### src/rtl/ysyx_22041211_alu_arbiter.sv
// Shares one combinational ALU between two requesters: IDLE grants and latches operands, EXEC captures the ALU outputs, RESP returns them.
// Optional ALU_ARB_RR_EN selects round-robin arbitration; otherwise port 0 has fixed priority.
module ysyx_22041211_alu_arbiter #(
    parameter int DATA_LEN = 32
) (
    input  logic                clk,
    input  logic                rst_n,
    input  logic                req0_valid_i,
    output logic                req0_ready_o,
    input  logic [DATA_LEN-1:0] req0_src1_i,
    input  logic [DATA_LEN-1:0] req0_src2_i,
    input  logic [3:0]          req0_op_i,
    input  logic                req1_valid_i,
    output logic                req1_ready_o,
    input  logic [DATA_LEN-1:0] req1_src1_i,
    input  logic [DATA_LEN-1:0] req1_src2_i,
    input  logic [3:0]          req1_op_i,
    output logic                rsp0_valid_o,
    input  logic                rsp0_ready_i,
    output logic                rsp1_valid_o,
    input  logic                rsp1_ready_i,
    output logic [DATA_LEN-1:0] rsp_result_o,
    output logic                rsp_less_o,
    output logic                rsp_zero_o,
    output logic [DATA_LEN-1:0] alu_src1_o,
    output logic [DATA_LEN-1:0] alu_src2_o,
    output logic [3:0]          alu_control_o,
    input  logic [DATA_LEN-1:0] alu_result_i,
    input  logic                alu_less_i,
    input  logic                alu_zero_i
);

    typedef enum logic [1:0] {
        IDLE = 2'd0,
        EXEC = 2'd1,
        RESP = 2'd2
    } state_e;

    state_e              state_q;
    logic [DATA_LEN-1:0] src1_q;
    logic [DATA_LEN-1:0] src2_q;
    logic [3:0]          op_q;
    logic [DATA_LEN-1:0] result_q;
    logic                less_q;
    logic                zero_q;
    logic                grant_id_q;
    logic                rsp0_valid_q;
    logic                rsp1_valid_q;

    logic any_valid;
    logic grant_sel;
    logic accept;
    logic rsp_ready_sel;

`ifdef ALU_ARB_RR_EN
    logic last_grant_q;

    // On a tie the port that did not win last time is served.
    always_comb begin
        grant_sel = req1_valid_i;
        if (req0_valid_i && req1_valid_i) begin
            grant_sel = ~last_grant_q;
        end
    end
`else
    assign grant_sel = ~req0_valid_i;
`endif

    assign any_valid     = req0_valid_i | req1_valid_i;
    assign accept        = (state_q == IDLE) && any_valid;
    // Gated by rst_n so ready reads 0 while reset is held even with a valid pending.
    assign req0_ready_o  = rst_n && accept && !grant_sel;
    assign req1_ready_o  = rst_n && accept &&  grant_sel;
    assign rsp_ready_sel = grant_id_q ? rsp1_ready_i : rsp0_ready_i;

    always_ff @(posedge clk or negedge rst_n) begin
        if (!rst_n) begin
            state_q      <= IDLE;
            src1_q       <= '0;
            src2_q       <= '0;
            op_q         <= '0;
            result_q     <= '0;
            less_q       <= 1'b0;
            zero_q       <= 1'b0;
            grant_id_q   <= 1'b0;
            rsp0_valid_q <= 1'b0;
            rsp1_valid_q <= 1'b0;
`ifdef ALU_ARB_RR_EN
            last_grant_q <= 1'b1;
`endif
        end else begin
            case (state_q)
                IDLE: begin
                    if (accept) begin
                        src1_q     <= grant_sel ? req1_src1_i : req0_src1_i;
                        src2_q     <= grant_sel ? req1_src2_i : req0_src2_i;
                        op_q       <= grant_sel ? req1_op_i   : req0_op_i;
                        grant_id_q <= grant_sel;
`ifdef ALU_ARB_RR_EN
                        last_grant_q <= grant_sel;
`endif
                        state_q    <= EXEC;
                    end
                end
                EXEC: begin
                    result_q     <= alu_result_i;
                    less_q       <= alu_less_i;
                    zero_q       <= alu_zero_i;
                    rsp0_valid_q <= ~grant_id_q;
                    rsp1_valid_q <= grant_id_q;
                    state_q      <= RESP;
                end
                RESP: begin
                    if (rsp_ready_sel) begin
                        rsp0_valid_q <= 1'b0;
                        rsp1_valid_q <= 1'b0;
                        state_q      <= IDLE;
                    end
                end
                default: begin
                    state_q <= IDLE;
                end
            endcase
        end
    end

    assign alu_src1_o    = src1_q;
    assign alu_src2_o    = src2_q;
    assign alu_control_o = op_q;
    assign rsp_result_o  = result_q;
    assign rsp_less_o    = less_q;
    assign rsp_zero_o    = zero_q;
    assign rsp0_valid_o  = rsp0_valid_q;
    assign rsp1_valid_o  = rsp1_valid_q;

endmodule

### config.mk
export PLATFORM = sky130hd
export DESIGN_NAME = ysyx_22041211_alu_arbiter
export DESIGN_NICKNAME = d
export VERILOG_FILES = /design/src/rtl/ysyx_22041211_alu_arbiter.sv
export SDC_FILE = /design/constraint.sdc
export NUM_CORES = 1
export LEC_CHECK = 0
export ABC_AREA = 1
export CAP_MARGIN = 20
export CORE_UTILIZATION = 30
export DETAILED_ROUTE_END_ITERATION = 8
export PLACE_DENSITY = 0.62
export SLEW_MARGIN = 5
export SYNTH_ARGS = -nofsm -noshare
export SYNTH_HDL_FRONTEND = slang
export SYNTH_SLANG_ARGS = --single-unit
### constraint.sdc
create_clock -name clk -period 3 [get_ports clk]
set_input_delay 0.9 -clock clk [delete_from_list [all_inputs] [get_ports clk]]
set_output_delay 0.9 -clock clk [all_outputs]
set_load 0.005 [all_outputs]
Yosys cells after proc, flatten, opt, wreduce, memory -nomap -nowiden
Index checks and enable logic that the tools add are counted.
Widths: inputs -> output; s select.
- flip-flop bits (word level): 107
- output and inout bits: 106
- word-level logic and storage cells: 36
- eq/ne operators: 4
- muxes and demuxes: 10
- bitwise logic cells: 3
- reduce and logical (&&, ||, !) cells: 9
- operator list (operator ; count):
    $mux 32 ; 2
    $pmux 2 s3 ; 1
    $reduce_and 2->1 ; 3
    $logic_and 1x1->1 ; 4
    $mux 2 ; 2
    $mux 4 ; 1
    $ne 2x2->1 const B ; 2
    $pmux 1 s2 ; 2
    $eq 2x1->1 const B ; 1
    $eq 2x2->1 const B ; 1
    $logic_not 2->1 ; 1
    $mux 1 ; 2
    $not 1->1 ; 2
    $reduce_bool 2->1 ; 1
    $or 1x1->1 ; 1

Longest topological paths before layout
Gate-level depths: netlist (run 1).
- depth in word-level cells: 4
- mapped depth: 7
- mapped depth without buffers: 6

Worst setup path before layout (run 1)
No wires, ideal clock.
- path kind: input-to-output
- start: input req0_valid_i
- end: output req1_ready_o
- arrival: 1591 ps
- data required time: 2100 ps
- path slack: 509 ps
- cell stages on the path: 5
- path buffers: 2
- cell sequence: buf_4 > inv_2 > clkbuf_1 > nand2_1 > nor2_1
- cells in the longest elaborated chain, start to end: 4
- RTL lines (item ; line ; RTL):
    start, declared ; 8 ; input logic req0_valid_i,
    $or 1x1->1 ; 69 ; assign any_valid = req0_valid_i | req1_valid_i;
    $logic_and 1x1->1 ; 70 ; assign accept = (state_q == IDLE) && any_valid;
    $logic_and 1x1->1 ; 73 ; assign req1_ready_o = rst_n && accept && grant_sel;
    $logic_and 1x1->1 * ; 73 ;
    end, declared ; 14 ; output logic req1_ready_o,
Mark *: on every way between the ends. The rest lies on a longest branch, timed or not.

Worst setup path after layout (run 1)
- start: input req0_valid_i
- end: output req0_ready_o
- cells in the longest elaborated chain, start to end: 4
- RTL lines (item ; line ; RTL):
    $or 1x1->1 ; 69 ;
    $logic_and 1x1->1 ; 70 ;
    $logic_and 1x1->1 ; 72 ; assign req0_ready_o = rst_n && accept && !grant_sel;
    $logic_and 1x1->1 * ; 72 ;
    end, declared ; 9 ; output logic req0_ready_o,
Marks and branches as above.

==> summary.md, run 1 <==
| Metric | Value |
|---|---|
| First-pass GRT wire length | `26.7 mm` |
| Fin Hold WS | `0.479 ns` |
| All-Layer GR Usage | `0.196` |
| Reg-to-reg slack, setup | `1.15 ns` |
| Fmax | `353 MHz` |
| Initial DRC count | `245` |
| Crit-path max FO | `4` |
| Final antenna-violating net count | `0` |
| CTS Root Cell | `clkbuf_16` |
| Hold endpoint | `rsp_result_o[31]` |
| DR WL met2 | `7.43 mm` |
| Nets | `1,122` |
| Hold Path Depth | `2` |
| Die width | `132 um` |
| Critical path class | `in2out` |
| Number of global-route vias before repair | `4,964` |
| Crit path largest cell delay | `0.57 ns` |
| Die Span Y | `132 um` |
| Worst Max-Slew Pin Slew | `0.778 ns` |
| Max-slew violations | `0` |
| Final Cycle Share | `0.943` |
| Clock slew at reported path FFs | `0.07 ns` |
| Met1 WL | `7.41 mm` |
| Grt total ovfl | `0` |
| Outcome | `completed` |
| Setup crit end kind | `output port` |
| Final Hold Fails | `0` |
| Mean post-synth cell area | `7.37 um^2` |
| Routability congestion estimate | `0.750` |
| WP data arrival | `1.93 ns` |
| # DRC | `0` |
| Cell area power density | `836 nW/um^2` |
| Largest net degree at the start of global routing | `71` |
| Final Routed Wirelength | `16.6 mm` |
| Hold wc startpoint | `rsp_result_o[31]` |
| Max-cap violations | `0` |
| Port Buffers | `281` |
| Crit Reg-Reg Startpoint | `state_q[0]` |
| CP Buf/Inv Count | `3` |
| # diodes | `0` |
| R2r worst-path depth | `5` |
| Vias/cell | `4.38` |
| Final Skew | `0.00625 ns` |
| Area Overhead vs Synth | `63.6%` |
| WP data required | `2.10 ns` |
| Worst setup SP type | `primary input` |
| Initial antenna violation count | `1` |
| Crit path time final | `2.83 ns` |
| Mapped Area | `5060 um^2` |
| CTS tree | `done` |
| H-tree level count | `3` |
| Clock tree buffer depth | `2` |
| Register bit total from synthesis | `107` |
| Peak VDD IR | `0.419 mV` |
| Die ar. | `17,400 um^2` |
| Leak Pwr | `4.11 nW` |
| CTS buffer count | `9` |
| WL/cell | `14.2 um` |
| Slowest library cell on the worst path | `clkdlybuf4s50_1` |
| Final setup viols | `0` |
| Tot Pwr | `6.93 mW` |
| DR top layer | `met5` |
| Clk Latency, worst-skew pair | `0.35 ns` |
| Area of the core | `16,500 um^2` |
| Hpwl dp | `11.6 mm` |
| # rows | `47` |
| Layout cells sized above 1 | `0.0337` |
| Met3 wire len | `1.52 mm` |
| Reg2reg end | `alu_control_o[1]` |
| Most common cell after layout, fill and taps aside | `nand2_1` |
| Synth warnings | `0` |
| DRT Pass-1 Iters | `6` |
| Mapped Nets | `863` |
| Clock sink total | `107` |
| Initial core utilization | `0.306` |
| Vias | `5,119` |
| Worst path cell trace | `buf_2 -> inv_2 -> nor3_1 -> clkdlybuf4s50_1` |
| Number of fill cells in the layout | `1,656` |
| RSZ-0062 raised after global routing | `false` |
| Mapped Cells | `687` |
| Rel. slew slack | `0.482` |
| Seq/Total Area, Yosys | `0.529` |
| I/O Pins | `282` |
| Top Family by Delay on Critical Path | `buffers and inverters` |
| Leading cell types in the layout, fill and taps excluded | `453 x nand2_1, 277 x clkdlybuf4s50_1, 107 x dfrtp_1` |
| Synth cell types | `18` |
| Worst Hold Class | `reg2reg` |
-- worst min-delay path: cells and delay by family, from the launching register on --
| family | cells | cell delay [ns] |
|---|---|---|
| DFF | 1 | 0.34 |
| and+or+nand+nor | 2 | 0.11 |
-- layer usage --
layer	GRT usage	up-vias
li1	-	2622
met5	0	-
met3	0.0696	16
met2	0.314	204
met4	0.0646	2
met1	0.247	2275
-- cell usage after synthesis --
master,n,area [um^2]
nand2_1,453,1700
dfrtp_1,107,2680
o21ai_0,65,325
clkbuf_1,22,82.6
buf_6,10,113
buf_2,7,35.0
o21ai_1,4,20.0
buf_1,3,11.3
inv_1,3,11.3
nand3_1,3,15.0
buf_4,2,15.0
nor2_1,2,7.51
clkinv_1,1,3.75
inv_2,1,3.75
nor2_4,1,11.3
nor2_8,1,20.0
nor3_1,1,5.00
or2_1,1,6.26
-- timing repair --
action	4_1_cts	5_1_grt
pin swaps	0	0
setup buffers	0	0
setup endpoints to repair	1	1
gates resized for setup	1	1
hold buffers	0	0
-- logic make-up (layout without fill, tap and decap cells) --
| kind of cell | count (synthesis) | after routing | synth area share |
|---|---|---|---|
| compound gates | 69 | 69 | 0.0682 |
| buf+inv | 49 | 312 | 0.0544 |
| flops | 107 | 107 | 0.529 |
| simple gates | 462 | 462 | 0.349 |
-- sequential cells by signal, indices dropped and copies added (netlist names) --
signal	flops
alu_control_o	4
rsp_less_o	1
rsp_result_o	32
grant_id_q	1
state_q	2
rsp0_valid_o	1
rsp_zero_o	1
alu_src2_o	32
alu_src1_o	32
rsp1_valid_o	1
-- worst max-delay path by stage --
stage                      start           end  slack, ns  cells after the start
finish              req0_valid_i  req0_ready_o       0.17                      4
global route        req0_valid_i  req0_ready_o       0.11                      4
CTS                 req1_valid_i  req1_ready_o       0.01                      6
detailed placement  req1_valid_i  req1_ready_o      -0.26                      6
global placement    req1_valid_i  req1_ready_o      -0.27                      6
floorplan           req0_valid_i  req1_ready_o       0.51                      5
-- through the flow --
stage          utilization  setup TNS (ns)  instances  area (um^2)  setup WS [ns]
2_1_floorplan            -               0        687         5060          0.509
3_3_place_gp         0.482          -0.272       1154         7960         -0.272
3_5_place_dp         0.482          -0.257       1154         7960         -0.257
4_1_cts              0.500               0       1169         8250         0.0101
5_1_grt              0.501               0       1170         8280          0.113
6_report             0.501               0       1170         8280          0.170
-- report_power, final --
part	switching, mW	internal [mW]	total [mW]	leakage, nW
Combinational	1.51	1.76	3.27	2.63
Clock	0.536	0.664	1.20	0.148
Sequential	0.327	2.13	2.46	1.33
-- layout make-up --
cell class	instances	area, um^2	share of cell area
sequential	107	2680	0.323
inverter	5	18.8	0.00227
clock buffer	10	239	0.0288
multi-input combinational	531	2110	0.255
tap	220	275	0.0332
clock inverter	5	53.8	0.00649
timing repair buffer	292	2910	0.351
Note: power is estimated with default switching activity, not from simulation.
==> run 2, diff against run 1 <==
- PLACE_DENSITY: 0.62 -> 0.65
==> summary.md, run 2 (synthesized netlist as in run 1, its figures left out) <==
| Metric | Value |
|---|---|
| Most common cell after layout, fill and taps aside | `nand2_1` |
| Vias | `5,153 (+0.66%)` |
| Max-slew violations | `0 (unchanged)` |
| Cell area power density | `828 nW/um^2 (-0.96%)` |
| Final Cycle Share | `0.954 (+0.0112)` |
| Worst Max-Slew Pin Slew | `1.02 ns (+0.246 ns)` |
| Outcome | `completed` |
| Clk Latency, worst-skew pair | `0.35 ns (about the same)` |
| # DRC | `0 (unchanged)` |
| Fmax | `349 MHz (-1.2%)` |
| Final Skew | `0.00702 ns (+0.000774 ns)` |
| WP data required | `2.10 ns (about the same)` |
| CP Buf/Inv Count | `2 (-1)` |
| CTS Root Cell | `clkbuf_16` |
| Setup ws final | `0.137 ns (-0.0336 ns)` |
| Leak Pwr | `4.07 nW (-0.82%)` |
| Port Buffers | `281 (unchanged)` |
| Initial antenna violation count | `0 (-1)` |
| Clock slew at reported path FFs | `0.07 ns (about the same)` |
| Peak VDD IR | `0.386 mV (-7.9%)` |
| Area of the core | `16,500 um^2 (unchanged)` |
| Crit path time final | `2.86 ns (+0.0336 ns)` |
| Crit path largest cell delay | `0.50 ns (-0.07 ns)` |
| Routability congestion estimate | `0.793 (+5.7%)` |
| CTS buffer count | `9 (unchanged)` |
| Clk pwr share | `0.164 (-0.009)` |
| Crit-path max FO | `2 (-2)` |
| All-Layer GR Usage | `0.193 (-0.00361)` |
| Number of fill cells in the layout | `1,618 (-2.3%)` |
| Worst Hold Class | `reg2reg` |
| Worst setup SP type | `primary input` |
| Final cell count without fillers | `1,171 (+0.085%)` |
| CTS tree | `done` |
| Max-cap violations | `0 (unchanged)` |
| Largest net degree at the start of global routing | `71 (unchanged)` |
| Number of global-route vias before repair | `5,060 (+1.9%)` |
| Clock tree buffer depth | `2 (unchanged)` |
| Die ar. | `17,400 um^2 (unchanged)` |
| Util after Layout | `0.499 (-0.00227)` |
| Comb pwr share | `0.474 (+0.002)` |
| Rel. slew slack | `0.313 (-0.168)` |
| Hpwl dp | `11.3 mm (-2.3%)` |
| Reg power frac | `0.362 (+0.007)` |
| Worst path cell trace | `clkdlybuf4s50_1 -> nor2_4 -> nor2_8 -> nand2_1 -> nor2_1 -> dlygate4sd2_1` |
| Vias/cell | `4.40 (+0.58%)` |
| Internal power | `4.44 mW (-2.6%)` |
| Final Routed Wirelength | `16.3 mm (-1.8%)` |
| WP data arrival | `1.96 ns (+0.03 ns)` |
| # diodes | `0 (unchanged)` |
| Final setup viols | `0 (unchanged)` |
| Final antenna-violating net count | `0 (unchanged)` |
| Top Family by Delay on Critical Path | `buffers and inverters` |
| Setup crit end kind | `output port` |
| Die width | `132 um (unchanged)` |
| Dpl cells | `1,155 (+0.087%)` |
| Clock sink total | `107 (unchanged)` |
| I/O Pins | `282 (unchanged)` |
| Grt total ovfl | `0 (unchanged)` |
| DRT Pass-1 Iters | `7 (+1)` |
| # rows | `47 (unchanged)` |
| Tot Pwr | `6.83 mW (-1.4%)` |
| Layout cells sized above 1 | `0.0347 (+0.00102)` |
| First-pass GRT wire length | `26.4 mm (-1.1%)` |
| Postcts setup bufs | `0 (unchanged)` |
| Nets | `1,122 (unchanged)` |
| Critical path class | `in2out` |
| Die Span Y | `132 um (unchanged)` |
| H-tree level count | `3 (unchanged)` |
| Final Hold Fails | `0 (unchanged)` |
| Initial DRC count | `171 (-30%)` |
| Post-Place Worst Slack | `-0.139 ns (+0.118 ns)` |
| Slowest library cell on the worst path | `clkdlybuf4s50_1` |
| Area Overhead vs Synth | `62.9%` |
| Psw | `2.40 mW (+0.90%)` |
| Sw Share | `0.351 (+0.00804)` |
| WL/cell | `13.9 um (-1.9%)` |
| RSZ-0062 raised after global routing | `false` |
| Leading cell types in the layout, fill and taps excluded | `453 x nand2_1, 278 x clkdlybuf4s50_1, 107 x dfrtp_1` |
| Initial core utilization | `0.306 (unchanged)` |
[run 2: cell count changes in the layout (fill, tap and decap cells not counted), sizes merged]
cell	before	now
clkbuf	10	9
dlymetal6s2s	1	0
bufinv	1	0
clkinvlp	0	1
inv	4	6
clkdlybuf4s50	277	278
[run 2: repair_timing]
action	CTS	global route
setup endpoints to repair	1	0
resized for setup	1	0
hold buffers	0	0
[run 2: final cells by class]
class	count	area (um^2)	share of cell area
clock buffer	9	225	0.0273
clock inverter	7	52.6	0.00637
timing repair buffer	292	2890	0.350
sequential	107	2680	0.325
multi-input combinational	531	2110	0.256
inverter	5	18.8	0.00228
tap	220	275	0.0334
[run 2: power by group through the flow]
| stage | logic (mW) | clock network [mW] | registers, mW |
|---|---|---|---|
| 2_1_floorplan | 1.31 | 0 | 2.53 |
| 3_3_place_gp | 3.27 | 0 | 2.46 |
| 3_5_place_dp | 3.29 | 0 | 2.49 |
| 4_1_cts | 3.30 | 1.16 | 2.48 |
| 5_1_grt | 3.59 | 1.22 | 2.56 |
| 6_report | 3.24 | 1.12 | 2.47 |
[run 2: per-layer routing]
metal	GRT usage	up-vias	part of all wire
li1	-	2619	-
met1	0.233	2309	0.43
met2	0.326	209	0.47
met3	0.0607	16	0.084
met4	0.0627	0	0.015
met5	0	-	0
[run 2: worst paths after layout]
check,from,to,slack (ns),depth (start not counted)
min,rsp_result_o[11],rsp_result_o[11],0.48,2
max in group asynchronous,rst_n,rsp_result_o[12],1.15,3
min in group asynchronous,rst_n,alu_src1_o[5],0.67,2
min reg2reg,rsp_result_o[11],rsp_result_o[11],0.48,2
max reg2reg,state_q[0],rsp_result_o[12],1.16,4
max,req1_valid_i,req1_ready_o,0.14,6
[run 2: metrics by stage]
stage	instance area [um^2]	TNS, ns	hold WS [ns]
finish	8250	0	0.480
global placement	7970	-0.118	0.461
detailed placement	7970	-0.139	0.465
global route	8250	0	0.505
CTS	8250	0	0.483
floorplan	5060	0	0.470
[run 2: tightest hold or removal path, delay by kind of cell (launching register included)]
| kind | cells | cell delay (ns) |
|---|---|---|
| flip-flops | 1 | 0.34 |
| AND/OR/NAND/NOR | 2 | 0.11 |
==> run 3, diff against run 2 <==
- CORE_MARGIN: default -> 2
- REMOVE_ABC_BUFFERS: default -> 1
==> summary.md, run 3 (synthesized netlist as in run 1, its figures left out) <==
| Metric | Value |
|---|---|
| Hold endpoint | `rsp_result_o[11]` |
| Critical path class | `in2out` |
| Fmax | `340 MHz (-2.6%)` |
| Crit path time final | `2.94 ns (+0.0759 ns)` |
| # rows | `47 (unchanged)` |
| Peak VDD IR | `0.475 mV (+23%)` |
| DR top layer | `met4` |
| Most common cell after layout, fill and taps aside | `nand2_1` |
| Reg-to-reg slack, setup | `1.22 ns (+0.06 ns)` |
| WP data arrival | `2.04 ns (+0.08 ns)` |
| Hold Path Depth | `2 (unchanged)` |
| Number of fill cells in the layout | `1,626 (+0.49%)` |
| Final Cycle Share | `0.980 (+0.0253)` |
| Rel. slew slack | `0.402 (+0.0884)` |
| Area Overhead vs Synth | `63.2%` |
| CTS tree | `done` |
| Vias | `5,177 (+0.47%)` |
| Final antenna-violating net count | `0 (unchanged)` |
| RSZ-0062 raised after global routing | `false` |
| Leak Pwr | `4.09 nW (+0.32%)` |
| Initial antenna violation count | `0 (unchanged)` |
| # diodes | `0 (unchanged)` |
| Met3 wire len | `1.70 mm (+24%)` |
| Final instance area | `8260 um^2 (+0.21%)` |
| Clock slew at reported path FFs | `0.07 ns (about the same)` |
| All-Layer GR Usage | `0.186 (-0.00638)` |
| Leading cell types in the layout, fill and taps excluded | `453 x nand2_1, 278 x clkdlybuf4s50_1, 107 x dfrtp_1` |
| Layout cells sized above 1 | `0.0347 (-0.0000364)` |
| CTS buffer count | `9 (unchanged)` |
| I/O Pins | `282 (unchanged)` |
| Fin Hold WS | `0.478 ns (-0.00169 ns)` |
| Worst setup SP type | `primary input` |
| R2r worst-path depth | `4 (unchanged)` |
| Worst Max-Slew Pin Slew | `0.898 ns (-0.126 ns)` |
| WP data required | `2.10 ns (about the same)` |
| Die width | `134 um (+1.5%)` |
| Cell area power density | `831 nW/um^2 (+0.36%)` |
| Grt total ovfl | `0 (unchanged)` |
| Postcts setup bufs | `0 (unchanged)` |
| Hpwl dp | `11.7 mm (+3.2%)` |
| Final Hold Fails | `0 (unchanged)` |
| Initial DRC count | `194 (+13%)` |
| Final Skew | `0.0119 ns (+0.00484 ns)` |
| Reg2reg end | `grant_id_q` |
| Vias/cell | `4.42 (+0.38%)` |
| Nets | `1,123 (+0.089%)` |
| Routability congestion estimate | `0.766 (-3.4%)` |
| Max-cap violations | `0 (unchanged)` |
| Crit Reg-Reg Startpoint | `state_q[0]` |
| H-tree level count | `3 (unchanged)` |
| Setup_tns | `0 ns (unchanged)` |
| Area of the core | `16,500 um^2 (unchanged)` |
| First-pass GRT wire length | `26.3 mm (-0.29%)` |
| Largest net degree at the start of global routing | `71 (unchanged)` |
| # DRC | `0 (unchanged)` |
| Outcome | `completed` |
| Die ar. | `17,900 um^2 (+3.1%)` |
| Clk Latency, worst-skew pair | `0.35 ns (about the same)` |
| WL/cell | `14.1 um (+0.92%)` |
| Crit-path max FO | `2 (unchanged)` |
| CTS Root Cell | `clkbuf_16` |
| Clock tree buffer depth | `2 (unchanged)` |
| Met1 WL | `7.21 mm (+1.7%)` |
| Initial core utilization | `0.306 (unchanged)` |
| Worst Hold Class | `reg2reg` |
| Hold wc startpoint | `rsp_result_o[11]` |
| Max-slew violations | `0 (unchanged)` |
| DRT Pass-1 Iters | `4 (-3)` |
| Die Span Y | `134 um (+1.5%)` |
| Placed standard-cell area | `7980 um^2 (about the same)` |
| Final Routed Wirelength | `16.5 mm (+1.0%)` |
| Clock sink total | `107 (unchanged)` |
| Port Buffers | `281 (unchanged)` |
| DR WL met2 | `7.36 mm (-3.4%)` |
| Number of global-route vias before repair | `5,072 (+0.24%)` |
| Final setup viols | `0 (unchanged)` |
| Setup crit end kind | `output port` |
## run 3: how the worst max path moves through the flow
stage / slack, ns / endpoint / start / cells past startpoint
6_report: 0.06 / req1_ready_o / req1_valid_i / 6
5_1_grt: 0.0004 / req1_ready_o / req1_valid_i / 6
4_1_cts: 0.04 / req1_ready_o / req1_valid_i / 6
3_5_place_dp: -0.24 / req1_ready_o / req1_valid_i / 6
3_3_place_gp: -0.25 / req1_ready_o / req1_valid_i / 6
2_1_floorplan: 0.04 / req1_ready_o / req0_valid_i / 4
## run 3: stage by stage
step                      cells  power, mW  worst slack [ns]   util
after floorplan             643       3.63            0.0425      -
after CTS                  1172       6.98            0.0360  0.500
after global placement     1156       5.74            -0.251  0.483
after detailed placement   1156       5.79            -0.242  0.483
final                      1172       6.87            0.0606  0.500
after global routing       1172       7.46          0.000373  0.500
## run 3: critical path, stage by stage
cell             delay (ns)
clkdlybuf4s50_1        0.50
nor2_4                 0.06
nor2_8                 0.10
nand2_1                0.07
nor2_1                 0.14
dlygate4sd2_1          0.27
## run 3: what timing repair did
item / CTS / global route
setup endpoints to repair: 1 / 0
gates resized for setup: 1 / 0
hold buffers: 0 / 0
## run 3: report_power, final
part           internal [mW]  leakage, nW  total, mW  switching (mW)
Clock                  0.618        0.144       1.16           0.539
Combinational           1.74         2.61       3.25            1.51
Sequential              2.13         1.33       2.46           0.330
## run 3: area by class of cell
class | count | area (um^2) | area share
clock inverters | 4 | 31.3 | 0.00379
inverters | 5 | 18.8 | 0.00227
flip-flops and latches | 107 | 2680 | 0.324
multi-input cells | 531 | 2110 | 0.255
repair buffers | 293 | 2890 | 0.350
clock buffers | 12 | 256 | 0.0310
well taps | 220 | 275 | 0.0333
## run 3: metal layers
layer	up-vias	track usage
met1	2315	0.233
met3	14	0.0684
met5	-	0
li1	2626	-
met4	0	0.0508
met2	222	0.305
